<file path="config.mk">
export PLATFORM = sky130hd
export DESIGN_NAME = pwm_dac_multi
export DESIGN_NICKNAME = d
export VERILOG_FILES = /design/src/rtl/pwm_dac_multi.sv
export SDC_FILE = /design/constraint.sdc
export NUM_CORES = 1
export LEC_CHECK = 0
export CAP_MARGIN = 25
export CORE_MARGIN = 8
export CORE_UTILIZATION = 25
export CTS_BUF_LIST = sky130_fd_sc_hd__clkbuf_4 sky130_fd_sc_hd__clkbuf_8 sky130_fd_sc_hd__clkbuf_16
export CTS_CLUSTER_DIAMETER = 30
export DETAILED_ROUTE_END_ITERATION = 16
export MAX_ROUTING_LAYER = met4
export PLACE_DENSITY = 0.54
export SLEW_MARGIN = 30
export SYNTH_ARGS = -nofsm -noshare
export SYNTH_HDL_FRONTEND = slang
export SYNTH_SLANG_ARGS = --single-unit
</file>
<file path="constraint.sdc">
create_clock -name clk -period 4.69 [get_ports clk]
set_clock_uncertainty 0.05 [all_clocks]
set_input_delay 0.938 -clock clk [delete_from_list [all_inputs] [get_ports clk]]
set_output_delay 0.938 -clock clk [all_outputs]
set_load 0.01 [all_outputs]
</file>
<file path="src/rtl/pwm_dac_multi.sv">
// Multi-channel PWM DAC with one shared period counter and double-buffered per-channel duties.
// Latency: pwm_out is registered one cycle after the counter value it reflects.
// No backpressure: shadow writes are always accepted; period, mode and duties switch only at a wrap.
module pwm_dac_multi #(
  parameter int width    = 9,
  parameter int channels = 4,
  localparam int ch_w    = (channels > 1) ? $clog2(channels) : 1
) (
  input  logic                clk,
  input  logic                reset_n,
  input  logic                enable,
  input  logic [width-1:0]    period,
  input  logic                center_mode,
  input  logic [channels-1:0] invert,
  input  logic                wr_en,
  input  logic [ch_w-1:0]     wr_ch,
  input  logic [width-1:0]    wr_duty,
  output logic [channels-1:0] pwm_out,
  output logic                period_start
);

  localparam logic [width-1:0] one = {{(width-1){1'b0}}, 1'b1};

  logic [width-1:0]    counter;
  logic [width-1:0]    counter_nxt;
  logic                dir_down;
  logic                dir_down_nxt;
  logic                wrap;
  logic [width-1:0]    act_period;
  logic                act_center;
  logic [width-1:0]    shadow [channels];
  logic [width-1:0]    active [channels];
  logic [channels-1:0] raw;

  // Next counter value, direction and wrap detection for the active mode
  always_comb begin
    counter_nxt  = counter;
    dir_down_nxt = dir_down;
    wrap         = 1'b0;
    if (enable) begin
      if (!act_center) begin
        // Edge-aligned: 0..P then back to 0; P=0 wraps every cycle
        if (counter >= act_period) wrap = 1'b1;
        else                       counter_nxt = counter + one;
      end else if (!dir_down) begin
        // Center-aligned rising half; P<=1 has no falling half
        if (counter < act_period)    counter_nxt = counter + one;
        else if (act_period <= one)  wrap = 1'b1;
        else begin
          dir_down_nxt = 1'b1;
          counter_nxt  = act_period - one;
        end
      end else begin
        // Center-aligned falling half ends at 1 so 0 is not repeated
        if (counter > one) counter_nxt = counter - one;
        else               wrap = 1'b1;
      end
      if (wrap) begin
        counter_nxt  = '0;
        dir_down_nxt = 1'b0;
      end
    end
  end

  // Counter, direction and the period/mode latched at each wrap
  always_ff @(posedge clk) begin
    if (!reset_n) begin
      counter    <= '0;
      dir_down   <= 1'b0;
      act_period <= '0;
      act_center <= 1'b0;
    end else begin
      counter  <= counter_nxt;
      dir_down <= dir_down_nxt;
      if (wrap) begin
        act_period <= period;
        act_center <= center_mode;
      end
    end
  end

  // Shadow duties take writes any time; active duties copy the pre-write shadow at a wrap
  always_ff @(posedge clk) begin
    if (!reset_n) begin
      for (int i = 0; i < channels; i++) begin
        shadow[i] <= '0;
        active[i] <= '0;
      end
    end else begin
      for (int i = 0; i < channels; i++) begin
        if (wrap) active[i] <= shadow[i];
        if (wr_en && (wr_ch == ch_w'(i))) shadow[i] <= wr_duty;
      end
    end
  end

  // Per-channel unsigned compare of counter against the active duty
  always_comb begin
    raw = '0;
    for (int i = 0; i < channels; i++) begin
      raw[i] = (counter < active[i]);
    end
  end

  // Registered outputs; polarity follows invert live, independent of enable
  always_ff @(posedge clk) begin
    if (!reset_n) begin
      pwm_out      <= '0;
      period_start <= 1'b0;
    end else begin
      pwm_out      <= raw ^ invert;
      period_start <= wrap;
    end
  end

endmodule

</file>
==> impl_metrics.toml <==
[clocking]
post_cts_resized = 0
clk_pin_slew_worst_paths_ns = 0.07
h-tree-depth = 3
cts_tree = "done"
cts_buffers = 9
clock_latency_ns = 0.35
postCtsSetupRepairBufs = 0
root_buffer = "clkbuf_16"
cts_hold_buffers = 0
clock_path_buffers = 2
clock_sinks = 97

[sta]
setup_viol = 0
max_freq_mhz = 330
tightest_slew_ns = 0.813
finalMaxSlewViolations = 0
finalCriticalPeriod_ns = 3.03
hold_viol_final = 0
post-route-period-util_pct = 64.6
fin_tns_setup_ns = 0
grt_setup_unrepaired = "false"
slew-limit-headroom_pct = 45.4

[run]
max-cap-violations = 0

[routing]
vias = 3762
wl_per_cell_um = 14.7
drt_iter0_drc = 173
ant_nets = 0
drcViolationCount = 0
drt-total-wl_mm = 12.4
avgViaCountPerCell = 4.49
firstDrtPassIters = 4

[global_route]
globalRouteTotalUtil_pct = 9.94
grt_max_degree = 38
grt_pass1_wl_mm = 20.3
antenna_found_initial = 0
grt_pass1_vias = 3927
gr-total-overflow = 0

[synthesis]
async_flop_share_pct = 0
syn_inst = 520
yosys.area.top_type = "edfxtp_1"
ys_ff_latch = 97
synthMuxAreaShare_pct = 2.19
yosysSeqAreaShare_pct = 48.6
synthAdderAreaFrac_pct = 10.5
synth_fp_nets = 595
synth_ff_type = "edfxtp_1"
synth.distinct_cells = 52
syn_area_per_cell_um2 = 10.5
ys_top_cells_by_area = "edfxtp_1 39%, ha_1 10%, dfxtp_1 9.1%"
syn_area_um2 = 5480
synth_top_family_by_area = "simple AND/OR/NAND/NOR gates"
synth_top_area_share_pct = 39.4
synth_compound_area_share_pct = 11.8
ys_warn_count = 0
synth_simple_gate_area_share_pct = 18.6
synth_edf_count = 72
synth_xor_area_share_pct = 3.19

[place]
place_hpwl_mm = 9.30
place_congestion = 0.809
dpl_cell_area_um2 = 6100
port_buffers = 33

[die]
die_w_um = 164
die_h_um = 164
die_area_um2 = 26900
core_um2 = 21700
row_count = 54
start_util_pct = 25.3
num_io_pins = 34

[pwr]
pwr-share-comb_pct = 51.4
peakVddDrop_uv = 364
p_int_w = 0.00263
clkPwrFrac_pct = 15.8
power_frac_seq_pct = 32.8
p_sw_w = 0.00187
p_per_area_nw_per_um2 = 705
leakagePower_nw = 2.53
netSwitchingFraction_pct = 41.6

[hold_path]
hold_path.class = "flip-flop to flip-flop"

[setup_path]
cpMaxStageDelayCell = "dfxtp_1"
critical_path.cell_chain = "ha_1 -> a211o_1 -> a21oi_2 -> o221ai_1 -> o21ai_2 -> nor3_4 -> buf_6 -> and2_1"
path_delay_family = "compound AO/OA/AOI/OAI gates"
critical-path-max-stage-delay_ns = 0.76
cp_data_required_time_ns = 4.74
endpoint_kind = "flip-flop"
arrival_ns = 3.08
crit_buf_inv = 1
cp-start-kind = "flip-flop"
path_class = "flip-flop to flip-flop"
cp_max_fo = 23

[layout]
final_nets = 628
finalInstanceArea_um2 = 6390
antennaDiodeCount = 0
area_growth_pct = 16.6
drive_gt1_share_pct = 5.02

[status]
status = "completed"
sequential cells by signal, indices dropped and copies added (netlist names):
name / count
period_start: 1
dir_down: 1
counter: 9
act_center: 1
shadow: 36
active: 36
act_period: 9
pwm_out: 4
power groups by stage:
| stage | Sequential, W | Combinational [W] | Clock (W) |
|---|---|---|---|
| finish | 0.00148 | 0.00232 | 0.000711 |
| global route | 0.00152 | 0.00260 | 0.000769 |
| CTS | 0.00149 | 0.00233 | 0.000739 |
| detailed placement | 0.00151 | 0.00231 | 0 |
| global placement | 0.00150 | 0.00225 | 0 |
| floorplan | 0.00141 | 0.00182 | 0 |
layout make-up:
class | instances | area (um^2)
fillers | 2210 | 15300
flip-flops and latches | 97 | 2660
multi-input cells | 355 | 2540
repair buffers | 36 | 357
well taps | 280 | 350
clock buffers | 9 | 225
inverters | 54 | 203
clock inverters | 7 | 56.3
metrics by stage:
| stage | power [W] | hold slack (ns) | util (%) | cells | worst slack (ns) |
|---|---|---|---|---|---|
| CTS | 0.00456 | 0.443 | 29.4 | 837 | 1.36 |
| finish | 0.00451 | 0.442 | 29.5 | 838 | 1.66 |
| global route | 0.00489 | 0.472 | 29.5 | 838 | 1.38 |
| detailed placement | 0.00382 | 0.431 | 28.1 | 821 | 1.28 |
| global placement | 0.00375 | 0.410 | 28.1 | 821 | 1.35 |
| floorplan | 0.00323 | 0.398 | - | 520 | 0.845 |
synth_stat cells, types with 3 or more instances:
library cell	instances
o211ai_1	3
dfxtp_1	25
a221oi_1	4
clkbuf_1	9
or3_1	5
a21o_1	12
nor2_1	21
o21ai_0	17
nand2_1	49
nand2b_1	8
inv_1	54
buf_6	4
mux2i_1	12
o2111ai_1	4
a21oi_1	21
edfxtp_1	72
nand4_1	5
and2_1	72
xnor2_1	14
ha_1	46
a211oi_1	4
o31ai_1	3
xor2_1	6
nand3_1	10
nor3_1	4
tightest hold or removal path: stages (launching register included):
cell and delay, ns:
dfxtp_1 0.33, nand2_1 0.06, mux2i_1 0.05
cell families after synthesis:
family | Yosys count
AOI/OAI and AO/OA | 92
xor gates and xnor gates | 20
adders and majority gates | 46
buffers and inverters | 68
DFF | 97
muxes | 12
and+or+nand+nor | 185
per-layer routing:
| layer | wire, um | GRT usage (%) | part of all wire [%] | vias to the layer above |
|---|---|---|---|---|
| met1 | 5610 | 11.5 | 45 | 1772 |
| met5 | 0 | - | 0 | - |
| met2 | 6090 | 16.6 | 49 | 78 |
| met3 | 424 | 2.16 | 3.4 | 17 |
| met4 | 233 | 3.84 | 1.9 | 0 |
| li1 | - | - | - | 1895 |
placed cells by master (no fill, tap or decap), types with 12 or more instances in the layout:
cell type	Yosys	routed
xnor2_1	14	14
nand2_1	49	49
o21ai_0	17	12
and2_1	72	72
a21o_1	12	12
mux2i_1	12	12
dfxtp_1	25	25
edfxtp_1	72	72
inv_1	54	54
clkdlybuf4s50_1	0	33
a21oi_1	21	21
nor2_1	21	21
ha_1	46	46
final timing paths:
path / slack (ns) / from / depth (start not counted) / to
setup / recovery: 1.66 / counter[2] / 8 / active[0][5]
hold / removal: 0.44 / act_period[1] / 2 / act_period[1]
setup reg to reg: 1.66 / counter[2] / 8 / active[0][5]
hold reg to reg: 0.44 / act_period[1] / 2 / act_period[1]
Note: power is estimated with default switching activity, not from simulation.
